[config.mk]
export PLATFORM = sky130hd
export DESIGN_NAME = uart_rx_os
export DESIGN_NICKNAME = d
export VERILOG_FILES = /design/src/rtl/uart_rx_os.sv
export SDC_FILE = /design/constraint.sdc
export NUM_CORES = 1
export LEC_CHECK = 0
export CORE_MARGIN = 4
export CORE_UTILIZATION = 50
export CTS_CLUSTER_DIAMETER = 80
export CTS_CLUSTER_SIZE = 8
export DETAILED_ROUTE_END_ITERATION = 6
export GPL_ROUTABILITY_DRIVEN = 0
export HOLD_SLACK_MARGIN = 0.05
export PLACE_DENSITY_LB_ADDON = 0.25
export SYNTH_ARGS = -nofsm -noshare
export SYNTH_HDL_FRONTEND = slang
export SYNTH_SLANG_ARGS = --single-unit
[constraint.sdc]
create_clock -name clk -period 2.3 [get_ports clk]
set_input_delay 0.345 -clock clk [delete_from_list [all_inputs] [get_ports clk]]
set_output_delay 0.345 -clock clk [all_outputs]
set_load 0.01 [all_outputs]
[src/rtl/uart_rx_os.sv]
// Oversampling UART receiver: 2-flop sync, 3-sample majority vote, valid/ready holding register.
// Optional parity checking is compiled in with `define UART_RX_PARITY_EN.
module uart_rx_os #(
  parameter int unsigned CLK_FREQUENCY = 100_000_000,
  parameter int unsigned BAUD_RATE     = 115_200,
  parameter int unsigned DATA_BITS     = 8,
  parameter int unsigned OVERSAMPLE    = 16,
  parameter int unsigned STOP_BITS     = 1,
  parameter int unsigned PARITY_ODD    = 0
) (
  input  logic                 clk,
  input  logic                 reset,
  input  logic                 received_bit,
  output logic [DATA_BITS-1:0] processed_data,
  output logic                 processed_data_valid,
  input  logic                 processed_data_ready,
  output logic                 framing_error,
  output logic                 parity_error,
  output logic                 overrun_error
);
  localparam int unsigned DIV = CLK_FREQUENCY / (BAUD_RATE * OVERSAMPLE);
  localparam int unsigned TW  = $clog2(DIV);
  localparam int unsigned SW  = $clog2(OVERSAMPLE);
  localparam int unsigned BW  = $clog2(DATA_BITS + 1);

  localparam logic [TW-1:0] TICK_LAST = TW'(DIV - 1);
  localparam logic [SW-1:0] S_A       = SW'(OVERSAMPLE / 2 - 1);
  localparam logic [SW-1:0] S_B       = SW'(OVERSAMPLE / 2);
  localparam logic [SW-1:0] S_C       = SW'(OVERSAMPLE / 2 + 1);
  localparam logic [SW-1:0] S_LAST    = SW'(OVERSAMPLE - 1);
  localparam logic [BW-1:0] BIT_LAST  = BW'(DATA_BITS - 1);
  localparam logic          STOP_LAST = 1'(STOP_BITS - 1);

  if (DIV < 2 || OVERSAMPLE < 4 || (OVERSAMPLE % 2) != 0 || DATA_BITS < 5 || DATA_BITS > 9 ||
      STOP_BITS < 1 || STOP_BITS > 2 || PARITY_ODD > 1) begin : g_param_check
    $error("uart_rx_os: illegal parameter set (DIV must be >= 2)");
  end

  typedef enum logic [2:0] {
    IDLE,
    START,
    DATA,
`ifdef UART_RX_PARITY_EN
    PARITY,
`endif
    STOP
  } state_t;

  state_t               state_q;
  logic                 sync1_q, rx_s_q;
  logic [TW-1:0]        tick_q;
  logic [SW-1:0]        s_q;
  logic [BW-1:0]        bit_q;
  logic                 stop_idx_q;
  logic                 smp_a_q, smp_b_q;
  logic [DATA_BITS-1:0] shift_q, data_q;
  logic                 stop_bad_q;
  logic                 valid_q, fe_q, ov_q;

  logic tick_c, vote_c, vote_tick_c, bit_end_c, stop_fail_c, par_fail_c;

  assign tick_c      = (state_q != IDLE) && (tick_q == TICK_LAST);
  assign vote_tick_c = tick_c && (s_q == S_C);
  assign bit_end_c   = tick_c && (s_q == S_LAST);
  assign vote_c      = (smp_a_q & smp_b_q) | (smp_a_q & rx_s_q) | (smp_b_q & rx_s_q);
  assign stop_fail_c = stop_bad_q | ~vote_c;

`ifdef UART_RX_PARITY_EN
  logic par_bad_q, pe_q;
  assign par_fail_c   = par_bad_q;
  assign parity_error = pe_q;
`else
  assign par_fail_c   = 1'b0;
  assign parity_error = 1'b0;
`endif

  assign processed_data       = data_q;
  assign processed_data_valid = valid_q;
  assign framing_error        = fe_q;
  assign overrun_error        = ov_q;

  always_ff @(posedge clk or posedge reset) begin
    if (reset) begin
      state_q    <= IDLE;
      sync1_q    <= 1'b1;
      rx_s_q     <= 1'b1;
      tick_q     <= '0;
      s_q        <= '0;
      bit_q      <= '0;
      stop_idx_q <= 1'b0;
      smp_a_q    <= 1'b0;
      smp_b_q    <= 1'b0;
      shift_q    <= '0;
      data_q     <= '0;
      stop_bad_q <= 1'b0;
      valid_q    <= 1'b0;
      fe_q       <= 1'b0;
      ov_q       <= 1'b0;
`ifdef UART_RX_PARITY_EN
      par_bad_q  <= 1'b0;
      pe_q       <= 1'b0;
`endif
    end else begin
      sync1_q <= received_bit;
      rx_s_q  <= sync1_q;
      fe_q    <= 1'b0;
      ov_q    <= 1'b0;
`ifdef UART_RX_PARITY_EN
      pe_q    <= 1'b0;
`endif
      if (valid_q && processed_data_ready) valid_q <= 1'b0;

      // Baud tick and per-bit sample position; both parked at 0 while idle.
      if (state_q == IDLE || tick_c) tick_q <= '0;
      else                           tick_q <= tick_q + TW'(1);
      if (state_q == IDLE)  s_q <= '0;
      else if (tick_c)      s_q <= (s_q == S_LAST) ? '0 : s_q + SW'(1);
      if (tick_c && s_q == S_A) smp_a_q <= rx_s_q;
      if (tick_c && s_q == S_B) smp_b_q <= rx_s_q;

      case (state_q)
        IDLE: begin
          if (!rx_s_q) begin
            state_q    <= START;
            bit_q      <= '0;
            stop_idx_q <= 1'b0;
            stop_bad_q <= 1'b0;
`ifdef UART_RX_PARITY_EN
            par_bad_q  <= 1'b0;
`endif
          end
        end
        START: begin
          if (vote_tick_c && vote_c) state_q <= IDLE;
          else if (bit_end_c)        state_q <= DATA;
        end
        DATA: begin
          if (vote_tick_c) shift_q <= {vote_c, shift_q[DATA_BITS-1:1]};
          if (bit_end_c) begin
            bit_q <= bit_q + BW'(1);
`ifdef UART_RX_PARITY_EN
            if (bit_q == BIT_LAST) state_q <= PARITY;
`else
            if (bit_q == BIT_LAST) state_q <= STOP;
`endif
          end
        end
`ifdef UART_RX_PARITY_EN
        PARITY: begin
          if (vote_tick_c) par_bad_q <= vote_c != ((^shift_q) ^ 1'(PARITY_ODD));
          if (bit_end_c)   state_q   <= STOP;
        end
`endif
        STOP: begin
          // Leave on the last stop vote so a back-to-back start edge is not missed.
          if (vote_tick_c) begin
            if (stop_idx_q == STOP_LAST) begin
              state_q <= IDLE;
              s_q     <= '0;
              fe_q    <= stop_fail_c;
`ifdef UART_RX_PARITY_EN
              pe_q    <= par_bad_q;
`endif
              if (!stop_fail_c && !par_fail_c) begin
                if (valid_q && !processed_data_ready) begin
                  ov_q <= 1'b1;
                end else begin
                  data_q  <= shift_q;
                  valid_q <= 1'b1;
                end
              end
            end else begin
              stop_bad_q <= stop_fail_c;
            end
          end else if (bit_end_c) begin
            stop_idx_q <= stop_idx_q + 1'b1;
          end
        end
        default: state_q <= IDLE;
      endcase
    end
  end
endmodule
## Word level (Yosys, flattened, before mapping)

Index checks and enable logic that the tools add are counted.

| cells by class | value |
|---|---|
| add/subtract/negate cells | 4 |
| multiply operators | 0 |
| div/mod/pow operators | 0 |
| magnitude comparators | 0 |
| equality and inequality tests | 18 |
| shifts and indexed selects | 0 |
| mux-type cells | 39 |
| bitwise operators | 10 |
| reduce and logical (&&, ||, !) cells | 20 |

Operators with widths:

| operator | count |
|---|---|
| 4-bit two-way mux | 8 |
| 3-bit two-way mux | 7 |
| 1-bit two-way mux | 19 |
| 2-bit inequality test (second input constant) | 8 |
| 4-bit equality test (second input constant) | 3 |
| 3-bit one-hot mux with 4 select lines | 1 |
| 4-bit by 1-bit adder with 4-bit output (second input constant) | 2 |
| 4-bit by 3-bit equality test with 1-bit output (second input constant) | 2 |
| 1-bit logical AND | 8 |
| 4-bit one-hot mux with 2 select lines | 1 |
| 4-bit AND reduction | 2 |
| 6-bit by 1-bit adder with 6-bit output (second input constant) | 1 |
| 3-bit by 2-bit equality test with 1-bit output (second input constant) | 2 |
| 6-bit equality test (second input constant) | 1 |
| 6-bit two-way mux | 1 |
| 6-bit AND reduction | 1 |
| 5-bit AND reduction | 1 |
| 1-bit inverter | 4 |
| 1-bit one-hot mux with 2 select lines | 2 |
| 2-bit nonzero test | 2 |
| 1-bit AND | 3 |
| 3-bit by 1-bit equality test with 1-bit output (second input constant) | 1 |
| 3-bit logical NOT | 1 |
| 3-bit inequality test (second input constant) | 1 |
| other kinds (7) | 9 |

| word-level totals | value |
|---|---|
| flip-flop bits (word level) | 42 |
| latch bits | 0 |
| bits in writable memories | 0 |
| ROM bits | 0 |
| input port bits | 4 |
| word-level logic and storage cells | 106 |
| memories | 0 |

## Longest topological paths before layout

Gate-level depths: netlist (run 1).

| logic depth | value |
|---|---|
| word-level depth | 9 |
| depth in mapped cells | 7 |

## Worst setup path before layout (run 1)

Ideal clock, no wire load.

| path | value |
|---|---|
| kind | flip-flop to flip-flop |
| start | register s_q[1] |
| end | register data_q[0], in the netlist processed_data[0] |
| arrival time | 1971 ps |
| setup slack | 204 ps |
| cell stages (with the launch flop) | 8 |
| buffers on the path | 1 |
| clock period less this slack | 2096 ps |
| cell sequence | dfrtp_1 -> inv_1 -> ha_1 -> nand4b_4 -> or2_1 -> or4b_4 -> buf_6 -> mux2_4 |

| between the ends | value |
|---|---|
| word-level cells in the longest chain between the ends | 3 |

Ends and longest elaborated chain:

| what | RTL line | RTL |
|---|---|---|
| start: declaration | 52 | `logic [SW-1:0] s_q;` |
| start signal: assignment | 117 | `else if (tick_c) s_q <= (s_q == S_LAST) ? '0 : s_q + SW'(1);` |
| 4-bit equality test | 63 | `assign vote_tick_c = tick_c && (s_q == S_C);` |
| 1-bit logical AND | 63 |  |
| 5-bit AND reduction (no line) | - |  |
| end signal: assignment | 168 | `data_q <= shift_q;` |
| end: declaration | 56 | `logic [DATA_BITS-1:0] shift_q, data_q;` |

No other way between the ends.
A chain may end at the register's enable or synchronous reset.

## Worst setup path after layout (run 1)

| path | value |
|---|---|
| start | register s_q[1] |
| end | register data_q[3], in the netlist processed_data[3] |

The elaborated chain is that of the path after synthesis.

==> results of run 1 <==
area by class of cell:
| cell class | count | area, sq um |
|---|---|---|
| Multi-Input combinational cell | 111 | 852.1 |
| Sequential cell | 41 | 1028 |
| Tap cell | 48 | 60.06 |
| Inverter | 7 | 26.28 |
| Clock buffer | 5 | 68.82 |
| Timing Repair Buffer | 18 | 170.2 |
| Clock inverter | 3 | 17.52 |
| Fill cell | 309 | 1493 |
placed cells by master, fill, tap and decap left out, types with 3 or more instances in the layout:
| master | synthesis | layout |
|---|---|---|
| dfrtp_1 | 39 | 39 |
| clkdlybuf4s50_1 | 0 | 14 |
| nor2_1 | 13 | 13 |
| nand2_1 | 12 | 12 |
| mux2_2 | 10 | 10 |
| mux2_4 | 8 | 8 |
| inv_1 | 7 | 7 |
| nand3_1 | 7 | 7 |
| ha_1 | 6 | 6 |
| o21ai_0 | 5 | 5 |
| clkbuf_8 | 0 | 5 |
| buf_4 | 1 | 4 |
| and3_1 | 3 | 3 |
| nand4_1 | 3 | 3 |
| xor2_1 | 3 | 3 |
| a21oi_1 | 3 | 3 |
| nor3_1 | 3 | 3 |
flip-flops by register name, indices dropped and copies added (netlist names):
name and cells:
smp_a_q 1, sync1_q 1, bit_q 4, processed_data 8, stop_bad_q 1, rx_s_q 1
stop_idx_q 1, s_q 4, tick_q 6, framing_error 1, processed_data_valid 1, state_q 2
smp_b_q 1, shift_q 8, overrun_error 1
per-stage QoR:
step | hold WS [ps] | worst slack [ps] | cell area, sq um | cells | total power, mW
2_1_floorplan | 345.2 | 204.1 | 1947 | 166 | 0.7520
3_3_place_gp | 346.5 | 174.5 | 2137 | 225 | 0.7605
3_5_place_dp | 351.0 | 108.9 | 2137 | 225 | 0.7617
4_1_cts | 362.4 | 100.4 | 2223 | 233 | 1.224
5_1_grt | 366.5 | 27.55 | 2223 | 233 | 1.258
6_report | 358.9 | 147.8 | 2223 | 233 | 1.199
metal layers:
metal	GRT usage, %	routed length [microns]
met5	0	0
met4	7.872	68
met3	4.892	134
met2	23.60	1589
met1	21.46	1589
power breakdown:
group	switching [mW]	internal, mW	leakage (nW)
sequential	0.00159	0.724	0.551
combinational	0.0147	0.00617	0.474
clock	0.244	0.209	0.0439
total	0.260	0.939	1.07
path summary, 6_finish.rpt:
kind | endpoint | start | slack (ps) | cells after the start
max | processed_data[3] | s_q[1] | 150 | 6
min | rx_s_q | sync1_q | 360 | 0
max reg2reg | processed_data[3] | s_q[1] | 150 | 6
min reg2reg | rx_s_q | sync1_q | 360 | 0
max in group asynchronous | rx_s_q | reset | 1470 | 3
min in group asynchronous | processed_data[6] | reset | 470 | 3
cells by family (layout without fill, tap and decap cells):
logic type      count (synthesis)  after routing  share of synthesized area [%]
compound gates                 20             20                          7.006
xor+xnor                        5              5                          2.250
fa+ha+maj                       7              7                          4.370
buf+inv                        14             33                          3.406
flops                          41             41                          52.83
mux                            19             19                          12.47
other cells                     1              1                         0.1926
simple gates                   59             59                          17.48
==> flow_metrics.tcl, run 1 <==
set metrics [dict create \
    arrival_ps 2340 \
    die_h_microns 70.40 \
    clock-root-buffer "clkbuf_8" \
    firstDrtPassIters 4 \
    syn_avg_cell_area_sq_um 11.73 \
    crit_chain "inv_1 > ha_1 > nand4b_4 > or2_1 > or4b_4 > mux2_4" \
    start_util_pct 52.39 \
    fin_util_pct 59.83 \
    synth_seq_cells 41 \
    required_ps 2490 \
    ys.flop_type "dfrtp_1" \
    fmax_ghz 0.4646 \
    synth_cell_types 47 \
    crit_path_end_kind "flip-flop" \
    die-area_sq_um 4956 \
    power_density_nw_per_um2 539.3 \
    grt_pass1_wl_microns 6223 \
    p_leak_nw 1.069 \
    antenna_left 0 \
    synth_edf_count 0 \
    rsz0062_at_grt "no" \
    grt_pass1_vias 1299 \
    holdCritPathClass "reg -> reg" \
    finalSetupViolations 0 \
    place.port_buffers 14 \
    vias 1278 \
    drc 0 \
    area_growth_pct 14.20 \
    fin_crit_ps 2152 \
    ys_warn_count 0 \
    grt_max_degree 42 \
    slew_violations 0 \
    n_antenna_cell 0 \
    hpwl_microns 2456 \
    critical_path_class "reg -> reg" \
    finalClockSkew_ps 9.009 \
    max_stage_delay_ps 600 \
    crit_slowest_cell "or4b_4" \
    synth_top_area_share_pct 50.13 \
    grt_overflow 0 \
    grt_usage_pct 16.07 \
    post-cts-setup-buffers 0 \
    synth_area_sq_um 1947 \
    status "completed" \
    maxCapViolations 0 \
    drt_iter0_markers 32 \
    finalSetupTns_ps 0 \
    syn_inst 166 \
    antenna_found_initial 0 \
    peakVddDrop_uv 365.7 \
    final-hold-violation-count 0 \
    cp_num_buf_inv 1 \
    nets 194 \
    syn-num-nets 176 \
    async_flop_share_pct 100.0 \
    yosys-top-cells-area "dfrtp_1 (50%), mux2_4 (6.2%), mux2_2 (5.8%), ha_1 (3.9%), dfstp_2 (2.7%)" \
    cts_hold_buffers 0 \
    viasPerCell 5.485 \
    final_layout_size_suffix_gt1_share_pct 21.08 \
    min_period_over_period_pct 93.57 \
    clkSinkCount 41 \
    cts.clk_slew.worst_paths_ps 80 \
    io_pins 16 \
    path_max_fanout 8 \
    std_cell_rows 22 \
    ctsResizeCount 0 \
    crit_family "simple AND/OR/NAND/NOR gates" \
    synth_area_leader_cell "dfrtp_1" \
    cts.path.max_buffers 2 \
    ys_top_cells_by_count "dfrtp_1 (39), nor2_1 (13), nand2_1 (12)" \
    seq_area_frac_synth_pct 52.83 \
    startpoint_type "flip-flop" \
    clock_latency_ps 300 \
    htreeDepth 2 \
    avgRoutedWirePerCell_microns 14.52 \
    cts_tree "yes" \
    yosysMostFrequentCell "dfrtp_1" \
    die_x_microns 70.40 \
    coreArea_sq_um 3716 \
    wl_microns 3382 \
    cts_inserted_buffers 5 \
]
No activity file was read; power rests on OpenSTA's default activity.
==> run 2, diff against run 1 <==
--- a/config.mk
+++ b/config.mk
@@ -6,11 +6,12 @@
 export NUM_CORES = 1
 export LEC_CHECK = 0
 export CORE_MARGIN = 4
-export CORE_UTILIZATION = 50
+export CORE_UTILIZATION = 40
 export CTS_CLUSTER_DIAMETER = 80
 export CTS_CLUSTER_SIZE = 8
 export DETAILED_ROUTE_END_ITERATION = 6
-export GPL_ROUTABILITY_DRIVEN = 0
+export DONT_BUFFER_PORTS = 1
+export GPL_ROUTABILITY_DRIVEN = 1
 export HOLD_SLACK_MARGIN = 0.05
 export PLACE_DENSITY_LB_ADDON = 0.25
 export SYNTH_ARGS = -nofsm -noshare
==> run 2 against run 1 <==
Compared with the run above: global-route usage fell by 3.1 points; core utilization is 14 points lower; highest routed layer unchanged; largest power group unchanged; cell area is 2.9% lower; fmax shrank 3.2%; cell count is 3.0% higher; non-clock buffer count shrank 12; routed wire length rose by 2.6%; clock-buffer cell count grew 1.
==> flow_metrics.tcl, run 2 (synthesized netlist as in run 1, its figures left out) <==
set metrics [dict create \
    status "completed" \
    top_layer "met4" \
    fin_crit_ps 2224 \
    drt-met1-wl_microns 1662 \
    nets 182 \
    cts.path.max_buffers 2 \
    wl_microns 3471 \
    slew_violations 0 \
    area_growth_pct 10.86 \
    n_antenna_cell 0 \
    ctsResizeCount 0 \
    drc 0 \
    finalSetupTns_ps 0 \
    viasPerCell 5.079 \
    final_layout_size_suffix_gt1_share_pct 23.12 \
    holdCritPathClass "in -> async" \
    tightestPinTransition_ps 511.9 \
    final_area_sq_um 2158 \
    crit_path_end_kind "flip-flop" \
    met3_length_microns 114 \
    total_power_mw 1.344 \
    firstDrtPassIters 4 \
    place.port_buffers 0 \
    arrival_ps 2410 \
    placed_cell_area_sq_um 2028 \
    dr_wl_met2_microns 1621 \
    avgRoutedWirePerCell_microns 14.46 \
    std_cell_rows 25 \
    antenna_found_initial 0 \
    grt_pass1_wl_microns 6058 \
    final-hold-violation-count 0 \
    hpwl_microns 2568 \
    fin_util_pct 45.70 \
    clkSinkCount 41 \
    slew_headroom_pct 65.88 \
    finalClockSkew_ps 6.855 \
    die_x_microns 77.77 \
    vias 1219 \
    min_period_over_period_pct 96.70 \
    fillers 445 \
    finalSetupViolations 0 \
    die_h_microns 77.77 \
    path_max_fanout 8 \
    die-area_sq_um 6047 \
    p_leak_nw 1.041 \
    fmax_ghz 0.4496 \
    grt_pass1_vias 1287 \
    reg2regPathDepth 6 \
    start_util_pct 41.22 \
    antenna_left 0 \
    coreArea_sq_um 4723 \
    rsz0062_at_grt "no" \
    cts_tree "yes" \
    drt_iter0_markers 94 \
    cts_hold_buffers 1 \
    post-cts-setup-buffers 0 \
    grt_max_degree 42 \
    io_pins 16 \
    cts_inserted_buffers 5 \
    critical_path_class "reg -> reg" \
    grt_overflow 0 \
    clock-root-buffer "clkbuf_8" \
    htreeDepth 2 \
    startpoint_type "flip-flop" \
    maxCapViolations 0 \
    final_common_cell "dfrtp_1" \
    clock_latency_ps 300 \
    grt_usage_pct 12.97 \
    gp_congestion 0.7747 \
    power_density_nw_per_um2 622.6 \
    layout_common_cells "dfrtp_1 (39), nor2_1 (13), nand2_1 (12)" \
    required_ps 2480 \
    cts.clk_slew.worst_paths_ps 80 \
    peakVddDrop_uv 321.7 \
]
-- run 2: final timing paths --
check	from	end	slack, ps
worst max-delay path	s_q[1]	processed_data[1]	80
worst min-delay path	reset	processed_data_valid	60
worst max register to register	s_q[1]	processed_data[1]	80
worst min register to register	sync1_q	rx_s_q	360
max in group asynchronous	reset	rx_s_q	1880
min in group clk	processed_data_ready	overrun_error	280
-- run 2: final cells by class --
cell class / count / area (sq um) / area share (%)
Sequential cell: 41 / 1028 / 47.65
Multi-Input combinational cell: 111 / 852.1 / 39.48
Tap cell: 67 / 83.83 / 3.884
Clock buffer: 6 / 82.58 / 3.826
Timing Repair Buffer: 6 / 47.55 / 2.203
Clock inverter: 2 / 37.54 / 1.739
Inverter: 7 / 26.28 / 1.217
-- run 2: where the power goes --
| part | switching, mW | internal (mW) | total, mW | leakage [nW] |
|---|---|---|---|---|
| combinational | 0.0147 | 0.00295 | 0.0176 | 0.433 |
| clock | 0.248 | 0.353 | 0.601 | 0.0574 |
| sequential | 0.00176 | 0.723 | 0.725 | 0.551 |
-- run 2: metrics by stage --
| stage | hold slack [ps] | std cells | setup slack, ps |
|---|---|---|---|
| finish | 62.10 | 240 | 75.91 |
| detailed placement | 346.8 | 231 | 81.34 |
| global route | 119.5 | 240 | 3.634 |
| CTS | 66.12 | 240 | 64.41 |
| floorplan | 345.2 | 166 | 204.1 |
| global placement | 347.0 | 231 | 162.9 |
-- run 2: critical path, stage by stage (launching register included) --
cell and delay [ps]:
dfrtp_1 430, inv_1 100, ha_1 210, nand4b_4 130
or2_1 270, or4b_4 640, mux2_4 340
-- run 2: routing by layer --
metal | GRT usage [%] | up-vias
met3 | 3.596 | 8
li1 | - | 598
met4 | 5.872 | 0
met2 | 19.86 | 20
met1 | 17.04 | 593
met5 | 0 | -
